File: config.mk
export PLATFORM = sky130hd
export DESIGN_NAME = serializer
export DESIGN_NICKNAME = d
export VERILOG_FILES = /design/src/rtl/serializer.sv
export SDC_FILE = /design/constraint.sdc
export NUM_CORES = 1
export LEC_CHECK = 0
export ABC_AREA = 0
export BUFFER_PORTS_ARGS = -buffer_cell sky130_fd_sc_hd__buf_2
export CAP_MARGIN = 15
export CORE_MARGIN = 3
export CORE_UTILIZATION = 37
export CTS_CLUSTER_SIZE = 30
export DETAILED_ROUTE_END_ITERATION = 8
export GPL_ROUTABILITY_DRIVEN = 0
export PLACE_DENSITY_LB_ADDON = 0.12
export SYNTH_ARGS = -nofsm -noshare
export SYNTH_HDL_FRONTEND = slang
export SYNTH_SLANG_ARGS = --single-unit
File: constraint.sdc
create_clock -name clk -period 3.7 [get_ports clk]
set_input_delay 0.37 -clock clk [delete_from_list [all_inputs] [get_ports clk]]
set_output_delay 0.37 -clock clk [all_outputs]
set_load 0.01 [all_outputs]
File: src/rtl/serializer.sv
// Squeeze-side serializer: 256-bit permutation words out as bytes, LSB byte first, truncated to out_len.
// Optional SERIALIZER_DOUBLE_BUFFER_EN adds a holding register so word changes cost no bubble cycle.
module serializer #(
  parameter int unsigned IN_WIDTH  = 256,
  parameter int unsigned OUT_WIDTH = 8,
  parameter int unsigned LEN_WIDTH = 16
) (
  input  logic                 clk,
  input  logic                 clear_n,
  input  logic                 start,
  input  logic [LEN_WIDTH-1:0] out_len,
  input  logic [IN_WIDTH-1:0]  in_word,
  input  logic                 in_valid,
  output logic                 in_ready,
  output logic [OUT_WIDTH-1:0] serial_out,
  output logic                 out_valid,
  input  logic                 out_ready,
  output logic                 out_last,
  output logic                 busy,
  output logic                 done
);

  localparam int unsigned PACKETS_IN_INPUT     = IN_WIDTH / OUT_WIDTH;
  localparam int unsigned PACKET_COUNTER_WIDTH = $clog2(PACKETS_IN_INPUT);
  localparam int unsigned LEN_EXT_WIDTH        = LEN_WIDTH + 1;
  localparam logic [PACKET_COUNTER_WIDTH-1:0] LAST_IDX =
    PACKET_COUNTER_WIDTH'(PACKETS_IN_INPUT - 1);

  typedef enum logic [1:0] {
    IDLE      = 2'd0,
    WAIT_WORD = 2'd1,
    SHIFT     = 2'd2,
    DONE      = 2'd3
  } state_t;

  state_t                          state_q, state_d;
  logic [LEN_WIDTH-1:0]            bytes_left_q, bytes_left_d;
  logic [LEN_WIDTH-1:0]            words_left_q, words_left_d;
  logic [PACKET_COUNTER_WIDTH-1:0] idx_q, idx_d;
  logic [IN_WIDTH-1:0]             shift_q, shift_d;
`ifdef SERIALIZER_DOUBLE_BUFFER_EN
  logic [IN_WIDTH-1:0]             hold_q, hold_d;
  logic                            hold_full_q, hold_full_d;
`endif

  logic                 in_ready_d, out_valid_d, out_last_d, busy_d, done_d;
  logic [OUT_WIDTH-1:0] serial_out_d;

  logic                     accept_c;
  logic                     emit_c;
  logic [LEN_EXT_WIDTH-1:0] len_round_c;
  logic [LEN_WIDTH-1:0]     words_calc_c;

  assign accept_c = in_valid && in_ready;
  assign emit_c   = out_valid && out_ready;

  // ceil(out_len / packets-per-word) in one extra bit so the maximum length cannot wrap
  assign len_round_c  = LEN_EXT_WIDTH'(out_len) + LEN_EXT_WIDTH'(PACKETS_IN_INPUT - 1);
  assign words_calc_c = LEN_WIDTH'(len_round_c >> PACKET_COUNTER_WIDTH);

  // State and datapath registers
  always_ff @(posedge clk or negedge clear_n) begin
    if (!clear_n) begin
      state_q      <= IDLE;
      bytes_left_q <= '0;
      words_left_q <= '0;
      idx_q        <= '0;
      shift_q      <= '0;
`ifdef SERIALIZER_DOUBLE_BUFFER_EN
      hold_q       <= '0;
      hold_full_q  <= 1'b0;
`endif
    end else begin
      state_q      <= state_d;
      bytes_left_q <= bytes_left_d;
      words_left_q <= words_left_d;
      idx_q        <= idx_d;
      shift_q      <= shift_d;
`ifdef SERIALIZER_DOUBLE_BUFFER_EN
      hold_q       <= hold_d;
      hold_full_q  <= hold_full_d;
`endif
    end
  end

  // Next-state and datapath update
  always_comb begin
    state_d      = state_q;
    bytes_left_d = bytes_left_q;
    words_left_d = words_left_q;
    idx_d        = idx_q;
    shift_d      = shift_q;
`ifdef SERIALIZER_DOUBLE_BUFFER_EN
    hold_d       = hold_q;
    hold_full_d  = hold_full_q;
`endif
    case (state_q)
      IDLE: begin
        if (start) begin
          bytes_left_d = out_len;
          words_left_d = words_calc_c;
          state_d      = (out_len == '0) ? DONE : WAIT_WORD;
        end
      end
      WAIT_WORD: begin
        if (accept_c) begin
          shift_d      = in_word;
          idx_d        = '0;
          words_left_d = words_left_q - LEN_WIDTH'(1);
          state_d      = SHIFT;
        end
      end
      SHIFT: begin
`ifdef SERIALIZER_DOUBLE_BUFFER_EN
        if (accept_c) begin
          hold_d       = in_word;
          hold_full_d  = 1'b1;
          words_left_d = words_left_q - LEN_WIDTH'(1);
        end
`endif
        if (emit_c) begin
          shift_d      = shift_q >> OUT_WIDTH;
          bytes_left_d = bytes_left_q - LEN_WIDTH'(1);
          idx_d        = idx_q + PACKET_COUNTER_WIDTH'(1);
          if (bytes_left_q == LEN_WIDTH'(1)) begin
            state_d = DONE;
          end else if (idx_q == LAST_IDX) begin
`ifdef SERIALIZER_DOUBLE_BUFFER_EN
            // A word arriving on the wrap edge bypasses the empty holding register
            if (hold_full_q) begin
              shift_d     = hold_q;
              hold_full_d = 1'b0;
            end else if (accept_c) begin
              shift_d     = in_word;
              hold_full_d = 1'b0;
            end else begin
              state_d = WAIT_WORD;
            end
`else
            state_d = WAIT_WORD;
`endif
          end
        end
      end
      DONE:    state_d = IDLE;
      default: state_d = IDLE;
    endcase
  end

  // Output decode from the next state, registered below
  always_comb begin
    in_ready_d   = 1'b0;
    out_valid_d  = 1'b0;
    out_last_d   = 1'b0;
    busy_d       = 1'b0;
    done_d       = 1'b0;
    serial_out_d = shift_d[OUT_WIDTH-1:0];
    out_valid_d  = (state_d == SHIFT);
    out_last_d   = (state_d == SHIFT) && (bytes_left_d == LEN_WIDTH'(1));
    busy_d       = (state_d != IDLE);
    done_d       = (state_d == DONE);
    in_ready_d   = (state_d == WAIT_WORD) && (words_left_d != '0);
`ifdef SERIALIZER_DOUBLE_BUFFER_EN
    if ((state_d == SHIFT) && !hold_full_d && (words_left_d != '0)) begin
      in_ready_d = 1'b1;
    end
`endif
  end

  // Output registers
  always_ff @(posedge clk or negedge clear_n) begin
    if (!clear_n) begin
      in_ready   <= 1'b0;
      out_valid  <= 1'b0;
      out_last   <= 1'b0;
      busy       <= 1'b0;
      done       <= 1'b0;
      serial_out <= '0;
    end else begin
      in_ready   <= in_ready_d;
      out_valid  <= out_valid_d;
      out_last   <= out_last_d;
      busy       <= busy_d;
      done       <= done_d;
      serial_out <= serial_out_d;
    end
  end

endmodule

* Word level (Yosys, flattened, before mapping)
Index checks and enable logic that the tools add are counted.
** Operators by class
- Equality and inequality tests :: 11
- Multiplexer cells :: 19
- Reduce and logical (&&, ||, !) cells :: 10
- Add/sub/neg operators :: 4
** Operators by type and width (count)
- $mux W256 :: 2
- $pmux W256 S2 :: 1
- $mux W16 :: 4
- $pmux W16 S2 :: 2
- $eq A16 B1 Y1 const B :: 2
- $sub A16 B1 Y16 const B :: 2
- $add A16 B5 Y17 const B :: 1
- $logic_not A16 Y1 :: 1
- $reduce_bool A16 Y1 :: 1
- $mux W2 :: 6
- $mux W5 :: 2
- $pmux W5 S2 :: 1
- $eq A2 B2 Y1 const B :: 4
- $pmux W2 S4 :: 1
- $add A5 B1 Y5 const B :: 1
- $eq A5 B5 Y1 const B :: 1
- $eq A2 B1 Y1 const B :: 2
- $logic_and A1 B1 Y1 :: 4
- $ne A2 B2 Y1 const B :: 2
- $reduce_bool A2 Y1 :: 2
- $reduce_and A3 Y1 :: 1
- $logic_not A2 Y1 :: 1
** Word-level totals
- Input bits :: 277
- Output and inout port bits :: 13
- Register bits :: 300

* Depth between registers and ports, before layout
- Depth after elaboration :: 7
- Mapped depth :: 10
- Depth with buffers taken out :: 9

* Worst setup path after synthesis
OpenSTA, ideal clock, no wires.
- Path kind :: input-to-reg
- Start :: in out_len[2]
- End :: reg in_ready
- Path buffers :: 1
- Required time :: 3.559 ns
- Slack :: 1.240 ns
- Library setup time :: 0.141 ns
- Stages :: 8
- Data arrival time :: 2.319 ns
- Cell sequence :: or4_4 > or2_1 > buf_6 > xnor2_4 > a21oi_2 > or4_4 > nor4_2 > a41oi_1
** Between the ends
- Elaborated cells on any way between the ends :: 10
** RTL lines
- start: declaration :: line 11 : input logic [LEN_WIDTH-1:0] out_len,
- $add A16 B5 Y17 :: line 58 : assign len_round_c = LEN_EXT_WIDTH'(out_len) + LEN_EXT_WIDTH'(PACKETS_IN_INPUT - 1);
- $mux W16 :: line 99 : if (start) begin
- $pmux W16 S2 :: line 97 : case (state_q)
- via words_left_d[0] :: line 38 : logic [LEN_WIDTH-1:0] words_left_q, words_left_d;
- $reduce_bool A16 Y1 :: line 162 : in_ready_d = (state_d == WAIT_WORD) && (words_left_d != '0);
- $logic_and A1 B1 Y1 :: line 162
- via in_ready_d :: line 46 : logic in_ready_d, out_valid_d, out_last_d, busy_d, done_d;
- end signal: assignment :: line 180 : in_ready <= in_ready_d;
- end: declaration :: line 14 : output logic in_ready,
The timed path passes the listed nets, and every way through them passes these cells.
A chain may end at the register's enable or synchronous reset.

* Final worst setup path
- Start :: reg state_q[1]
- End :: reg in_ready
** Between the ends
- Elaborated cells on any way between the ends :: 14
** RTL lines
- start: declaration :: line 36 : state_t state_q, state_d;
- start signal: assignment :: line 74 : state_q <= state_d;
- $eq A2 B1 Y1 / $logic_not A2 Y1 (equally long branches) :: line 97
- $pmux W16 S2 * :: line 97
- via words_left_d[15] :: line 38
- $reduce_bool A16 Y1 * :: line 162
- $logic_and A1 B1 Y1 * :: line 162
- via in_ready_d :: line 46
Mark *: on every way through the listed nets, which the timed path passes. The rest lies on a longest branch.

==> summary.md <==
| Metric | Value |
|---|---|
| Outcome | `complete, no violations` |
| Residual DRC | `0` |
| Final HPWL DP | `27800 um` |
| Clock latency on the worst-skew pair | `0.52 ns` |
| R2R depth | `7` |
| Total setup buffers inserted after CTS | `0` |
| Fraction of layout cells with a size suffix above 1 | `23.5%` |
| Via count of the first global-routing pass | `11400` |
| Number of flip-flops and latches in the synthesized netlist | `300` |
| Die Outline Area | `41500 um^2` |
| Share of flip-flops with an asynchronous set or reset | `100%` |
| Final layout net count | `1958` |
| Violation count after the first detailed-route iteration | `581` |
| Top Ports | `290` |
| Worst Setup End Kind | `flip-flop` |
| Global-route congestion overflow total | `0` |
| Final total negative setup slack | `0 ns` |
| Netlist area before placement | `14500 um^2` |
| Vert. Die Dim | `204 um` |
| Count of final max-slew check failures | `0` |
| Time the final worst path needs with I/O delays and setup | `2.78 ns` |
| Area growth from synthesis to layout | `23.3%` |
| Maximum number of buffers from clock root to sink | `3` |
| Pin count of the biggest net entering global routing | `165` |
| Floorplan core area | `38100 um^2` |
| Count of TritonRoute iterations in the first routing pass | `5` |
| Flip-flop cell with the highest count after synthesis | `sky130_fd_sc_hd__dfrtp_1` |
| Number of rows created at floorplan | `71` |
| Mapped Cells | `1428` |
| Die width | `204 um` |
| Slew @ Worst Pin | `0.796 ns` |
| Wire length per cell | `17.7 um` |
| Final antenna-violating net count | `0` |
| Number of buffers inserted by hold repair at cts | `1` |
| Sink Count | `300` |
| Clock transition at the register clock pins on the worst setup and hold paths after CTS | `0.06 ns` |
| Number of endpoints failing setup at the final stage | `0` |
| WP data required | `4.06 ns` |
| Mean instance size in the synthesized netlist | `10.1 um^2` |
| Fin Clk Skew | `0.0201 ns` |
| Count of instances resized after the clock tree is built | `0` |
| Number of enable flip-flop cells after synthesis | `0` |
| Mapped Nets | `1710` |
| Worst Setup Slack, final | `0.921 ns` |
| Post-placement worst setup slack | `0.966 ns` |
| Power Density | `785 nW/um^2` |
| Unique cell type count in the Yosys netlist | `73` |
| Effective utilization at floorplan | `38.0%` |
| IO Port Bufs | `289` |
| Total wirelength of the detailed-routed design | `39400 um` |
| Worst setup path category | `flip-flop to flip-flop` |
| Warning count from the yosys run | `0` |
| Register area share after synthesis | `51.9%` |
| Via-to-Cell Ratio | `5.06` |
| Arr. time, crit path | `3.14 ns` |
| Number of vias in the routed layout | `11200` |
| Max_cap viols | `0` |
| TritonCTS clock tree | `built` |
| Clk Tree Root Cell | `sky130_fd_sc_hd__clkbuf_16` |
| Htree depth | `2` |
| Maximum fanout count along the critical path | `17` |
| Worst relative slew slack | `46.9%` |
| Leak pwr | `7.99 nW` |
| Antenna violations before repair | `21` |
| CTS Buf Count | `37` |
| Hold path depth | `2` |
| Type of the most critical hold path | `input port to flip-flop` |
| Peak ir drop on the vdd network | `0.497 mV` |
| First-pass GRT wire length | `62900 um` |
| Startpoint Class | `flip-flop` |
| Setup repair after global routing missed its margin | `no` |
| Hold Fails Final Rpt | `0` |
| Overall global routing resource usage | `18.8%` |
| Portion of the clock cycle consumed by the worst path in the final layout | `75.1%` |
| Achievable Freq | `360 MHz` |
worst paths after layout:
path                                          from                  endpoint  slack, ns
max                           state_q[1]$_DFF_PN0_        in_ready$_DFF_PN0_       0.92
min                                   in_word[253]  shift_q[253]$_DFFE_PN0P_       0.07
max reg2reg                   state_q[1]$_DFF_PN0_        in_ready$_DFF_PN0_       0.92
min reg2reg                shift_q[64]$_DFFE_PN0P_   shift_q[64]$_DFFE_PN0P_       0.48
max in group asynchronous                  clear_n   shift_q[93]$_DFFE_PN0P_       2.22
min in group asynchronous                  clear_n   shift_q[18]$_DFFE_PN0P_       0.48
cell type report:
class / count / area [um^2]
sequential: 300 / 7510
inverter: 17 / 63.8
clock inverter: 15 / 329
clock buffer: 51 / 1070
multi-input combinational: 1005 / 6420
antenna: 8 / 20.0
timing repair buffer: 315 / 1790
tap: 511 / 639
fill: 3684 / 20300
cell usage in the layout (no fill, tap or decap), types with 7 or more instances in the layout:
master / netlist / routed
sky130_fd_sc_hd__nand3_1: 8 / 8
sky130_fd_sc_hd__nor3_1: 13 / 13
sky130_fd_sc_hd__a21oi_1: 10 / 10
sky130_fd_sc_hd__bufinv_16: 0 / 10
sky130_fd_sc_hd__xor2_1: 7 / 7
sky130_fd_sc_hd__buf_2: 2 / 288
sky130_fd_sc_hd__a211oi_1: 7 / 7
sky130_fd_sc_hd__nor4_1: 12 / 12
sky130_fd_sc_hd__mux2i_1: 254 / 254
sky130_fd_sc_hd__nand2_1: 273 / 273
sky130_fd_sc_hd__nor2_1: 39 / 37
sky130_fd_sc_hd__clkbuf_1: 79 / 7
sky130_fd_sc_hd__a22o_1: 10 / 10
sky130_fd_sc_hd__buf_12: 0 / 11
sky130_fd_sc_hd__dfrtp_1: 300 / 300
sky130_fd_sc_hd__diode_2: 0 / 8
sky130_fd_sc_hd__inv_1: 16 / 16
sky130_fd_sc_hd__clkbuf_16: 0 / 39
sky130_fd_sc_hd__o211ai_1: 8 / 8
sky130_fd_sc_hd__o21ai_0: 265 / 265
sky130_fd_sc_hd__buf_4: 8 / 14
power breakdown:
part | total, mW | internal [mW] | switching [mW]
clock network | 4.13 | 2.72 | 1.41
registers | 5.68 | 4.74 | 0.943
logic | 4.19 | 1.81 | 2.38
state kept, by name, summed over array words and instances, names as in the netlist, 2 cells and up:
name / flops
bytes_left_q: 16
words_left_q: 16
idx_q: 5
state_q: 2
shift_q: 256
Yosys cell counts, types with 3 or more instances:
master	number	area, um^2
sky130_fd_sc_hd__and2_1	3	18.8
sky130_fd_sc_hd__nand2_1	273	1020
sky130_fd_sc_hd__buf_1	9	33.8
sky130_fd_sc_hd__ha_1	5	62.6
sky130_fd_sc_hd__dfrtp_1	300	7510
sky130_fd_sc_hd__nor4_2	3	37.5
sky130_fd_sc_hd__a31oi_1	4	25.0
sky130_fd_sc_hd__a211oi_1	7	52.6
sky130_fd_sc_hd__clkbuf_8	4	55.1
sky130_fd_sc_hd__nor4_1	12	75.1
sky130_fd_sc_hd__nor3_1	13	65.1
sky130_fd_sc_hd__mux2i_1	254	2540
sky130_fd_sc_hd__o211ai_1	8	60.1
sky130_fd_sc_hd__buf_6	3	33.8
sky130_fd_sc_hd__o22ai_1	4	25.0
sky130_fd_sc_hd__a22oi_1	6	45.0
sky130_fd_sc_hd__o21ai_0	265	1330
sky130_fd_sc_hd__buf_4	8	60.1
sky130_fd_sc_hd__nand2b_1	3	18.8
sky130_fd_sc_hd__and4b_1	3	30.0
sky130_fd_sc_hd__nand3_1	8	40.0
sky130_fd_sc_hd__a311oi_1	5	43.8
sky130_fd_sc_hd__a21oi_1	10	50.1
sky130_fd_sc_hd__nor2_1	39	146
sky130_fd_sc_hd__a41oi_1	4	35.0
sky130_fd_sc_hd__or4_4	3	33.8
sky130_fd_sc_hd__nand4_1	6	37.5
sky130_fd_sc_hd__xor2_1	7	61.3
sky130_fd_sc_hd__clkbuf_1	79	297
sky130_fd_sc_hd__or4_1	3	22.5
sky130_fd_sc_hd__inv_1	16	60.1
sky130_fd_sc_hd__a22o_1	10	87.6
cells by family (layout without fill, tap and decap cells):
| group | after synthesis | in the layout | synth area share (%) |
|---|---|---|---|
| AO/OA/AOI/OAI | 346 | 346 | 13.5 |
| XOR/XNOR | 10 | 10 | 0.735 |
| AND/OR/NAND/NOR | 389 | 389 | 11.9 |
| adder cells (fa/ha/maj) | 5 | 5 | 0.432 |
| other | 0 | 8 | 0 |
| flip-flops | 300 | 300 | 51.9 |
| buffers and inverters | 123 | 398 | 3.86 |
| multiplexers | 255 | 255 | 17.6 |
through the flow:
step	hold WS, ns	utilization [%]	total power, mW	cell area, um^2	std cells
after floorplan	0.0744	-	8.69	14500	1428
after global placement	0.460	43.1	9.86	16400	2147
after detailed placement	0.470	43.1	9.98	16400	2147
after CTS	0.0437	46.8	14.2	17800	2214
after global routing	0.0600	46.8	15.1	17800	2218
final	0.0749	46.8	14.0	17800	2222
per-layer routing:
layer,wire (um),vias up,share of wire (%),global-route usage (%)
li1,-,5540,-,-
met1,17600,5315,45,25.8
met2,18100,287,46,29.5
met3,2850,76,7.2,5.87
met4,690,26,1.8,4.25
met5,144,-,0.37,0
critical path, stage by stage, from the launching register on:
cell and delay (ns):
sky130_fd_sc_hd__dfrtp_1 0.54, sky130_fd_sc_hd__buf_4 0.26, sky130_fd_sc_hd__or3b_2 0.67, sky130_fd_sc_hd__o311ai_0 0.18, sky130_fd_sc_hd__o41ai_1 0.18, sky130_fd_sc_hd__or4_4 0.44, sky130_fd_sc_hd__nor4_2 0.21, sky130_fd_sc_hd__a41oi_1 0.15
(Power assumes the default switching activity.)
